==> config.mk <==
export PLATFORM = sky130hd
export DESIGN_NAME = accel_frame_packer
export DESIGN_NICKNAME = d
export VERILOG_FILES = /design/src/rtl/accel_pkg.sv /design/src/rtl/accel_avg_accum.sv /design/src/rtl/accel_frame_packer.sv
export SDC_FILE = /design/constraint.sdc
export NUM_CORES = 1
export LEC_CHECK = 0
export BUFFER_PORTS_ARGS = -buffer_cell sky130_fd_sc_hd__buf_2
export CAP_MARGIN = 20
export CORE_AREA = 2 2 104 207
export CTS_BUF_LIST = sky130_fd_sc_hd__clkbuf_8
export CTS_CLUSTER_DIAMETER = 80
export DETAILED_ROUTE_END_ITERATION = 16
export DIE_AREA = 0 0 106 209
export PLACE_DENSITY = 0.76
export SYNTH_ARGS = -nofsm -noshare
export SYNTH_HDL_FRONTEND = slang
export SYNTH_SLANG_ARGS = --single-unit
==> constraint.sdc <==
create_clock -name Clk_i -period 3.7 [get_ports Clk_i]
set_clock_uncertainty 0.2 [all_clocks]
set_input_delay 0.37 -clock Clk_i [delete_from_list [all_inputs] [get_ports Clk_i]]
set_output_delay 0.37 -clock Clk_i [all_outputs]
set_load 0.005 [all_outputs]
==> src/rtl/accel_pkg.sv <==
// accel_pkg: shared definitions for the accelerometer frame packer.
//   HDR_BYTE_DEF - default frame start byte
//   tx_state_t   - byte-stream transmitter states
//   frame_len()  - bytes per frame for a given channel count
//   sext16()     - sign-extend a w-bit value (held in the low bits) to 16 bits
package accel_pkg;

  localparam logic [7:0] HDR_BYTE_DEF = 8'hA5;

  typedef enum logic [2:0] {
    ST_IDLE,
    ST_HDR,
    ST_SEQ,
    ST_DATA,
    ST_CSUM
  } tx_state_t;

  // header + seq + checksum + two bytes per channel
  function automatic int frame_len(input int num_ch);
    return 3 + 2 * num_ch;
  endfunction

  // Shift the sign bit up to bit 15 and arithmetic-shift back down.
  function automatic logic [15:0] sext16(input logic [15:0] v, input int w);
    logic signed [15:0] t;
    t = $signed(v << (16 - w));
    return 16'(t >>> (16 - w));
  endfunction

endpackage

==> src/rtl/accel_avg_accum.sv <==
// accel_avg_accum: one channel of the box-car averager.
//   clk_i       system clock
//   rst_i       synchronous active-high reset
//   strobe_i    sample_i valid this cycle
//   clear_i     this strobe closes the window; accumulator restarts at zero
//   shift_en_i  window is averaged (shift by AVG_LOG2) rather than passed through
//   sample_i    two's complement sample
//   result_o    window result including the current sample, sign-extended to 16 bits
module accel_avg_accum
  import accel_pkg::*;
#(
  parameter int SAMPLE_W = 16,
  parameter int AVG_LOG2 = 2
) (
  input  logic                clk_i,
  input  logic                rst_i,
  input  logic                strobe_i,
  input  logic                clear_i,
  input  logic                shift_en_i,
  input  logic [SAMPLE_W-1:0] sample_i,
  output logic [15:0]         result_o
);

  localparam int ACC_W = SAMPLE_W + AVG_LOG2;

  logic signed [ACC_W-1:0] acc_q;
  logic signed [ACC_W-1:0] sum;
  logic signed [ACC_W-1:0] shifted;

  always_comb begin
    sum      = acc_q + ACC_W'($signed(sample_i));
    // >>> on a signed value floors toward -inf, which is the wanted rounding
    shifted  = shift_en_i ? (sum >>> AVG_LOG2) : sum;
    // after the shift the mean always fits back into SAMPLE_W bits
    result_o = sext16(16'(shifted[SAMPLE_W-1:0]), SAMPLE_W);
  end

  always_ff @(posedge clk_i) begin
    if (rst_i) begin
      acc_q <= '0;
    end else if (strobe_i) begin
      acc_q <= clear_i ? '0 : sum;
    end
  end

endmodule

==> src/rtl/accel_frame_packer.sv <==
// accel_frame_packer: averages NUM_CH sample channels and emits framed bytes.
//   Clk_i / Reset_i     clock, synchronous active-high reset
//   Data_Available_i    1-cycle strobe, Sample_i valid
//   Sample_i            channel k at [k*SAMPLE_W +: SAMPLE_W]
//   Avg_En_i            average 2^AVG_LOG2 strobes per frame (sampled at window start)
//   Byte_o/Byte_Valid_o/Byte_Ready_i   byte stream handshake to the UART
//   Frame_Done_o        pulse after the checksum byte is accepted
//   Overflow_o          pulse when a completed frame is dropped
//   Drop_Count_o        saturating count of dropped frames
//   Busy_o              frame in flight or pending
// Frame: HDR, seq, ch0 hi, ch0 lo, ..., csum (XOR of seq and data bytes).
module accel_frame_packer
  import accel_pkg::*;
#(
  parameter int         SAMPLE_W = 16,
  parameter int         NUM_CH   = 3,
  parameter int         AVG_LOG2 = 2,
  parameter logic [7:0] HDR_BYTE = HDR_BYTE_DEF
) (
  input  logic                       Clk_i,
  input  logic                       Reset_i,
  input  logic                       Data_Available_i,
  input  logic [NUM_CH*SAMPLE_W-1:0] Sample_i,
  input  logic                       Avg_En_i,
  output logic [7:0]                 Byte_o,
  output logic                       Byte_Valid_o,
  input  logic                       Byte_Ready_i,
  output logic                       Frame_Done_o,
  output logic                       Overflow_o,
  output logic [7:0]                 Drop_Count_o,
  output logic                       Busy_o
);

  localparam int CNT_W     = (AVG_LOG2 > 0) ? AVG_LOG2 : 1;
  localparam int FW        = NUM_CH * 16;
  localparam int DATA_LAST = frame_len(NUM_CH) - 4;
  localparam logic [CNT_W-1:0] LAST_CNT = CNT_W'((1 << AVG_LOG2) - 1);

  // ---------------- window control ----------------
  logic [CNT_W-1:0] win_cnt_q;
  logic             avg_mode_q;
  logic             eff_mode;
  logic             win_done;

  // the mode latched on the first strobe of a window holds for the whole window
  assign eff_mode = (win_cnt_q == '0) ? Avg_En_i : avg_mode_q;
  assign win_done = Data_Available_i &&
                    (!eff_mode || (AVG_LOG2 == 0) || (win_cnt_q == LAST_CNT));

  always_ff @(posedge Clk_i) begin
    if (Reset_i) begin
      win_cnt_q  <= '0;
      avg_mode_q <= 1'b0;
    end else if (Data_Available_i) begin
      avg_mode_q <= eff_mode;
      win_cnt_q  <= win_done ? '0 : win_cnt_q + 1'b1;
    end
  end

  // ---------------- per-channel accumulators ----------------
  logic [15:0]   ch_res [NUM_CH];
  logic [FW-1:0] res_flat;

  generate
    for (genvar gi = 0; gi < NUM_CH; gi++) begin : g_ch
      accel_avg_accum #(
        .SAMPLE_W(SAMPLE_W),
        .AVG_LOG2(AVG_LOG2)
      ) u_acc (
        .clk_i     (Clk_i),
        .rst_i     (Reset_i),
        .strobe_i  (Data_Available_i),
        .clear_i   (win_done),
        .shift_en_i(eff_mode),
        .sample_i  (Sample_i[gi*SAMPLE_W +: SAMPLE_W]),
        .result_o  (ch_res[gi])
      );
      // ch0 sits at the top so the frame can be shifted out MSB-first
      assign res_flat[(NUM_CH-1-gi)*16 +: 16] = ch_res[gi];
    end
  endgenerate

  // ---------------- pending buffer ----------------
  tx_state_t     state_q;
  logic          pend_q;
  logic [FW-1:0] pend_data_q;
  logic [7:0]    pend_seq_q;
  logic [7:0]    pend_csum_q;
  logic [7:0]    seq_ctr_q;
  logic          ovf_q;
  logic [7:0]    drop_q;
  logic          load;
  logic          pend_free;
  logic [7:0]    new_csum;

  // transmitter takes the pending frame from IDLE or straight out of CSUM
  assign load      = pend_q && ((state_q == ST_IDLE) ||
                                ((state_q == ST_CSUM) && Byte_Ready_i));
  assign pend_free = !pend_q || load;

  always_comb begin
    new_csum = seq_ctr_q;
    for (int k = 0; k < 2 * NUM_CH; k++) begin
      new_csum = new_csum ^ res_flat[k*8 +: 8];
    end
  end

  always_ff @(posedge Clk_i) begin
    if (Reset_i) begin
      pend_q      <= 1'b0;
      pend_data_q <= '0;
      pend_seq_q  <= '0;
      pend_csum_q <= '0;
      seq_ctr_q   <= '0;
      ovf_q       <= 1'b0;
      drop_q      <= '0;
    end else begin
      ovf_q <= 1'b0;
      if (load) begin
        pend_q <= 1'b0;
      end
      if (win_done) begin
        if (pend_free) begin
          pend_q      <= 1'b1;
          pend_data_q <= res_flat;
          pend_seq_q  <= seq_ctr_q;
          pend_csum_q <= new_csum;
          seq_ctr_q   <= seq_ctr_q + 8'd1;
        end else begin
          ovf_q <= 1'b1;
          if (drop_q != 8'hFF) begin
            drop_q <= drop_q + 8'd1;
          end
        end
      end
    end
  end

  // ---------------- transmitter ----------------
  logic [FW-1:0] frame_q;
  logic [7:0]    frame_seq_q;
  logic [7:0]    frame_csum_q;
  logic [3:0]    idx_q;
  logic [7:0]    byte_q;
  logic          valid_q;
  logic          done_q;

  always_ff @(posedge Clk_i) begin
    if (Reset_i) begin
      state_q      <= ST_IDLE;
      frame_q      <= '0;
      frame_seq_q  <= '0;
      frame_csum_q <= '0;
      idx_q        <= '0;
      byte_q       <= '0;
      valid_q      <= 1'b0;
      done_q       <= 1'b0;
    end else begin
      done_q <= 1'b0;
      case (state_q)
        ST_IDLE: begin
          if (load) begin
            state_q      <= ST_HDR;
            frame_q      <= pend_data_q;
            frame_seq_q  <= pend_seq_q;
            frame_csum_q <= pend_csum_q;
            byte_q       <= HDR_BYTE;
            valid_q      <= 1'b1;
          end
        end
        ST_HDR: begin
          if (Byte_Ready_i) begin
            state_q <= ST_SEQ;
            byte_q  <= frame_seq_q;
          end
        end
        ST_SEQ: begin
          if (Byte_Ready_i) begin
            state_q <= ST_DATA;
            idx_q   <= '0;
            byte_q  <= frame_q[FW-1 -: 8];
            frame_q <= {frame_q[FW-9:0], 8'h00};
          end
        end
        ST_DATA: begin
          if (Byte_Ready_i) begin
            if (idx_q == 4'(DATA_LAST)) begin
              state_q <= ST_CSUM;
              byte_q  <= frame_csum_q;
            end else begin
              idx_q   <= idx_q + 4'd1;
              byte_q  <= frame_q[FW-1 -: 8];
              frame_q <= {frame_q[FW-9:0], 8'h00};
            end
          end
        end
        ST_CSUM: begin
          if (Byte_Ready_i) begin
            done_q <= 1'b1;
            if (load) begin
              state_q      <= ST_HDR;
              frame_q      <= pend_data_q;
              frame_seq_q  <= pend_seq_q;
              frame_csum_q <= pend_csum_q;
              byte_q       <= HDR_BYTE;
            end else begin
              state_q <= ST_IDLE;
              byte_q  <= '0;
              valid_q <= 1'b0;
            end
          end
        end
        default: begin
          state_q <= ST_IDLE;
          valid_q <= 1'b0;
          byte_q  <= '0;
        end
      endcase
    end
  end

  assign Byte_o       = byte_q;
  assign Byte_Valid_o = valid_q;
  assign Frame_Done_o = done_q;
  assign Overflow_o   = ovf_q;
  assign Drop_Count_o = drop_q;
  assign Busy_o       = (state_q != ST_IDLE) | pend_q;

endmodule
=== Word-level counts from Yosys, hierarchy flattened ===
Index checks and enable logic that the tools add are counted.

* Register bits: 220
* Word-level logic and storage cells: 127
* Memories kept: 0
* Bits in latches: 0
* Memory bits (read-only): 0
* RAM bits: 0

* Add/sub/neg operators: 7
* Reduce and logical (&&, ||, !) cells: 25
* Shifts and indexed selects: 0
* Multipliers: 0
* Equality and inequality tests: 15
* Div/mod/pow operators: 0
* Bitwise operators: 11
* Order comparisons: 0
* Multiplexer cells: 49

{| class="wikitable"
|+ Operators by type and width
! operator !! number
|-
| 2-to-1 mux 48 bit || 5
|-
| one-hot mux 48 bit (4 select lines) || 1
|-
| 2-to-1 mux 8 bit || 11
|-
| adder 18 x 16 -> 18 bit || 3
|-
| 2-to-1 mux 18 bit || 3
|-
| 2-to-1 mux 16 bit || 3
|-
| bitwise XOR 8 bit || 6
|-
| one-hot mux 8 bit (5 select lines) || 1
|-
| one-hot mux 8 bit (2 select lines) || 2
|-
| 2-to-1 mux 3 bit || 6
|-
| adder 8 x 1 -> 8 bit (second input constant) || 2
|-
| inequality test 2 bit (second input constant) || 8
|-
| one-hot mux 3 bit (5 select lines) || 1
|-
| 2-to-1 mux 4 bit || 3
|-
| 2-to-1 mux 1 bit || 10
|-
| AND reduction 5 bit || 2
|-
| inequality test 8 bit (second input constant) || 1
|-
| one-hot mux 4 bit (2 select lines) || 1
|-
| AND reduction 4 bit || 2
|-
| == test 3 x 2 -> 1 bit (second input constant) || 2
|-
| AND reduction 6 bit || 1
|-
| adder 4 x 1 -> 4 bit (second input constant) || 1
|-
| == test 4 x 3 -> 1 bit (second input constant) || 1
|-
| inverter 1 bit || 4
|-
| 19 further kinds || 27
|}

=== Longest topological paths before layout ===
* Word-level depth: 9
* Depth in mapped cells: 13

=== Hierarchy ===
From an unflattened synthesis, not the netlist that was laid out.

* Cells, all modules: 1640
* Area, all modules: 13783.2 µm²

{| class="wikitable"
|+ By module, submodules not included
! module !! instances !! area each (µm²) !! cells each
|-
| accel_frame_packer || 1 || 7878.8 || 899
|-
| accel_avg_accum || 3 || 1968.1 || 247
|}

=== Worst setup path before layout ===
Ideal clock, no wire load.

* Path type: input to register
* Start point: input port Sample_i[36]
* End point: register pend_csum_q[5]
* Arrival: 3137 ps
* Path slack: 284 ps
* Required time: 3421 ps
* Stages on the path: 11
* Cells stage by stage: ha_1 nor2b_1 a221o_1 nor4b_1 a31oi_4 xor2_2 xnor3_1 and4_4 a2111o_1 xor2_1 a211oi_2

* Word-level cells in the longest chain between the ends: 8

{| class="wikitable"
|+ RTL lines
! item !! line !! RTL
|-
| start: declaration || accel_frame_packer.sv:23 || <nowiki>input logic [NUM_CH*SAMPLE_W-1:0] Sample_i,</nowiki>
|-
| adder 18 x 16 -> 18 bit (*) || accel_avg_accum.sv:31 || <nowiki>sum = acc_q + ACC_W'($signed(sample_i));</nowiki>
|-
| 2-to-1 mux 16 bit (*) || accel_avg_accum.sv:33 || <nowiki>shifted = shift_en_i ? (sum >>> AVG_LOG2) : sum;</nowiki>
|-
| bitwise XOR 8 bit || accel_frame_packer.sv:104 || <nowiki>new_csum = new_csum ^ res_flat[k*8 +: 8];</nowiki>
|-
| bitwise XOR 8 bit (*) (5 in series) || accel_frame_packer.sv:104 ||
|-
| end signal: assignment || accel_frame_packer.sv:127 || <nowiki>pend_csum_q <= new_csum;</nowiki>
|-
| end: declaration || accel_frame_packer.sv:88 || <nowiki>logic [7:0] pend_csum_q;</nowiki>
|}

Mark *: on every way between the ends. The rest lies on a longest branch, timed or not.
A chain may end at the register's enable or synchronous reset.

=== Worst setup path after layout ===
* Start point: register g_ch[2].u_acc.acc_q[5]
* End point: register pend_csum_q[5]

* Word-level cells in the longest chain between the ends: 8

{| class="wikitable"
|+ RTL lines
! item !! line !! RTL
|-
| start: declaration || accel_avg_accum.sv:26 || <nowiki>logic signed [ACC_W-1:0] acc_q;</nowiki>
|-
| start signal: assignment || accel_avg_accum.sv:42 || <nowiki>acc_q <= clear_i ? '0 : sum;</nowiki>
|-
| adder 18 x 16 -> 18 bit (*) || accel_avg_accum.sv:31 ||
|-
| 2-to-1 mux 16 bit (*) || accel_avg_accum.sv:33 ||
|-
| bitwise XOR 8 bit || accel_frame_packer.sv:104 ||
|-
| bitwise XOR 8 bit (*) (5 in series) || accel_frame_packer.sv:104 ||
|}

Marks and branches as above.

==> run_results.csv <==
group,metric,value,unit
status,status,"completed",
yosys,synth_area_leaders,"dfxtp_1 (36%), nand2_1 (7.0%), nor2_1 (6.8%)",
drt,first_iter_violations,896,
timing,finalSetupViolCount,0,
cts,cts_tree,"done",
critical_path,end_kind,"flip-flop",
critical_path,r2r_slack,0.11,ns
yosys,syn_inst,1511,
timing,fmax,0.278,GHz
power,ir_drop,0.383,mV
floorplan,die_area,0.0222,sq mm
grt,grt.overflow.total,0,
timing,worst_pin_slew,0.697,ns
placed_design,io_buffers,72,
timing,maxSlewViolCount,0,
critical_path,r2r_end,"pend_csum_q[5]$_SDFFE_PP0P_",
cts,clk_pin_slew,0.08,ns
drt,drc,0,
timing,relSlewSlack,52.9,%
yosys,synth.top_cell.area_share,36.2,%
grt,grt.busiest_layer,"met2",
grt,grt_first_pass_wirelength,56400,um
critical_path,start_kind,"flip-flop",
grt,grt.met2_usage,55.4,%
power,power,0.00668,W
yosys,synth_top_cell_by_area,"dfxtp_1",
critical_path,r2r-start,"g_ch[2].u_acc.acc_q[5]$_SDFFE_PP0P_",
drt,drt_pass1_iterations,5,
drt,wl_per_cell,18.7,um
yosys,synth_edf_count,0,
drt,ant_nets,0,
yosys,ys_async_sr_fraction,0,%
cts,cts_sinks,220,
power,p_leak,5.79,nW
cells_and_area,fin_nets,1707,
critical_path,critPathMaxFanout,6,
grt,gr-usage-met1,37.7,%
yosys,syn_avg_cell_area,8.06,sq um
timing,post-route-min-period,3.59,ns
yosys,synth_cell_types,70,
cts,h-tree-depth,1,
yosys,synth_warnings,0,
job,cap_violations,0,
grt,use_met3,3.21,%
timing,period_share,97.1,%
grt,grt_max_degree,151,
floorplan,chipWidth,106,um
cells_and_area,fill_cells,1792,
floorplan,die_h,209,um
placed_design,dp_cells,1823,
timing,finalHoldViolations,0,
yosys,ys_seq_area_share,36.2,%
cts,clk_latency,0.62,ns
placed_design,dpl.hpwl,24800,um
drt,via_per_inst,6.06,
cells_and_area,n_antenna_cell,0,
yosys,synth_seq_cells,220,
yosys,ys_top_cells_by_count,"nand2_1 (228), nor2_1 (222), dfxtp_1 (220), a21oi_1 (119), clkbuf_1 (86)",
min_path,hp-start,"Sample_i[31]",
timing,rsz0062_at_grt,"false",
cts,cts_buffer_depth,3,
cts,clock-root-buffer,"clkbuf_8",
drt,routed_wl,35300,um
yosys,ys.flop_type,"dfxtp_1",
critical_path,r2r_cells,11,
cells_and_area,area_delta_synth_final,14.4,%
floorplan,io_pins,73,
placed_design,place_congestion,0.966,
power,powerDensity,480,mW/mm^2
cts,cts_buffers,31,
critical_path,crit_path_end,"pend_csum_q[5]$_SDFFE_PP0P_",
cts,post_cts_buffers,0,
floorplan,fp.coreArea,0.0207,sq mm
yosys,syn-cell-area,0.0122,sq mm
critical_path,arrival,3.93,ns
cells_and_area,drive_gt1_share,13.6,%
yosys,synth_nets,1624,
grt,grt_pass1_vias,11000,
grt,antenna_found_initial,0,
critical_path,cp.required,4.04,ns
yosys,synth.most_common_cell,"nand2_1",
drt,via_count,11400,
critical_path,startpoint,"g_ch[2].u_acc.acc_q[5]$_SDFFE_PP0P_",
floorplan,rows,75,
grt,track_usage,31.8,%
min_path,min_path_type,"in2reg",
cells_and_area,fin_cells,1888,
critical_path,critPathKind,"reg2reg",
floorplan,initial_utilization,58.7,%
## layout by cell type (no fill, tap or decap), types with 5 or more instances in the layout
cell type      synthesis  final
a22oi_1               52     52
a21o_1                27     27
xor2_1                38     38
nand2_1              228    227
nor3_1                17     16
and3_1                13     13
a31oi_1                9      9
inv_1                 16     21
nand2b_1              12     12
or3_1                  5      5
clkbuf_8               0     41
nor2_1               222    222
dfxtp_1              220    220
clkinv_2               0      9
o21a_1                 6      6
o21ai_0               25     25
xnor2_1               53     53
ha_1                  57     57
o21bai_1               5      5
a221o_1                5      5
a21oi_1              119    118
buf_12                 0      6
o211ai_1               7      7
xnor3_1                7      7
buf_4                  0     63
dlygate4sd3_1          0      6
a211oi_1              44     44
o21ai_1               14     14
nor2b_1                8      7
nand3_1               46     46
mux2i_1               25     23
nand4_1                9      9
buf_2                  5     71
a311oi_1              49     49
## area by class of cell
cell class                 instances  area, sq um  share of cell area, %
clock buffer                      41          564                   4.05
clock inverter                    17          135                  0.970
inverter                          17         63.8                  0.458
multi-input combinational       1176         7380                   53.0
sequential                       220         4400                   31.6
tap                              269          337                   2.42
timing repair buffer             148         1050                   7.52
## power by group
part           switching, W  internal [W]
logic               0.00108      0.000816
registers          0.000121       0.00254
clock network      0.000986       0.00114
## routing by layer
| metal | vias to the layer above | part of all wire, % |
|---|---|---|
| met2 | 332 | 50 |
| met1 | 5433 | 39 |
| met4 | 0 | 6.3 |
| met5 | - | 0 |
| li1 | 5570 | - |
| met3 | 101 | 4.3 |
## critical path, cell delays in order (launching register included)
cell and delay, ns:
dfxtp_1 0.32, ha_1 0.37, nor2b_1 0.10, a221o_1 0.35, nor4b_1 0.60, a31oi_4 0.08
xor2_2 0.19, xnor3_1 0.37, and4_4 0.19, a2111o_1 0.39, xor2_1 0.18, a211oi_2 0.21
## flip-flops by register name (all words and copies together) (netlist names), 2 cells and up
signal	flops
g_ch.u_acc.acc_q	54
frame_q	48
pend_data_q	48
Byte_o	8
Drop_Count_o	8
frame_csum_q	8
frame_seq_q	8
pend_csum_q	8
pend_seq_q	8
seq_ctr_q	8
idx_q	4
state_q	3
win_cnt_q	2
## cell families (layout without fill, tap and decap cells)
kind of cell             count (synthesis)  in the layout  synth area share [%]
AO/OA/AOI/OAI                          402            402                  22.7
buffers and inverters                  115            223                  3.60
adder cells (fa/ha/maj)                 60             60                  6.35
flip-flops                             220            220                  36.2
AND/OR/NAND/NOR                        587            587                  20.6
XOR/XNOR                               101            101                  8.37
multiplexers                            26             26                  2.15
## timing repair
item	CTS	global route
endpoints found under the hold margin	7	13
hold buffers	5	1
gates resized for setup	0	2
endpoints found under the setup margin	0	3
## metrics by stage
stage | TNS, ns | instance area, sq um | worst slack, ns | util, % | hold slack [ns]
final | 0 | 13900 | 0.107 | 67.2 | 0.0400
after global routing | 0 | 13900 | 0.00477 | 67.2 | 0.0628
after CTS | 0 | 13900 | 0.0197 | 67.0 | 0.0142
after detailed placement | -0.0692 | 13100 | -0.0361 | 63.3 | 0.245
after global placement | -0.0176 | 13100 | -0.0176 | 63.3 | 0.239
after floorplan | 0 | 12200 | 0.284 | - | 0.225
## worst min path at each step
stage | end | depth (start not counted)
2_1_floorplan | pend_csum_q[6]$_SDFFE_PP0P_ | 2
3_3_place_gp | frame_q[1]$_SDFFE_PP0P_ | 2
3_5_place_dp | frame_seq_q[6]$_SDFFE_PP0P_ | 2
4_1_cts | g_ch[1].u_acc.acc_q[17]$_SDFFE_PP0P_ | 4
5_1_grt | g_ch[2].u_acc.acc_q[0]$_SDFFE_PP0P_ | 4
6_report | g_ch[1].u_acc.acc_q[17]$_SDFFE_PP0P_ | 4
Power figures use the tool's default switching activity.
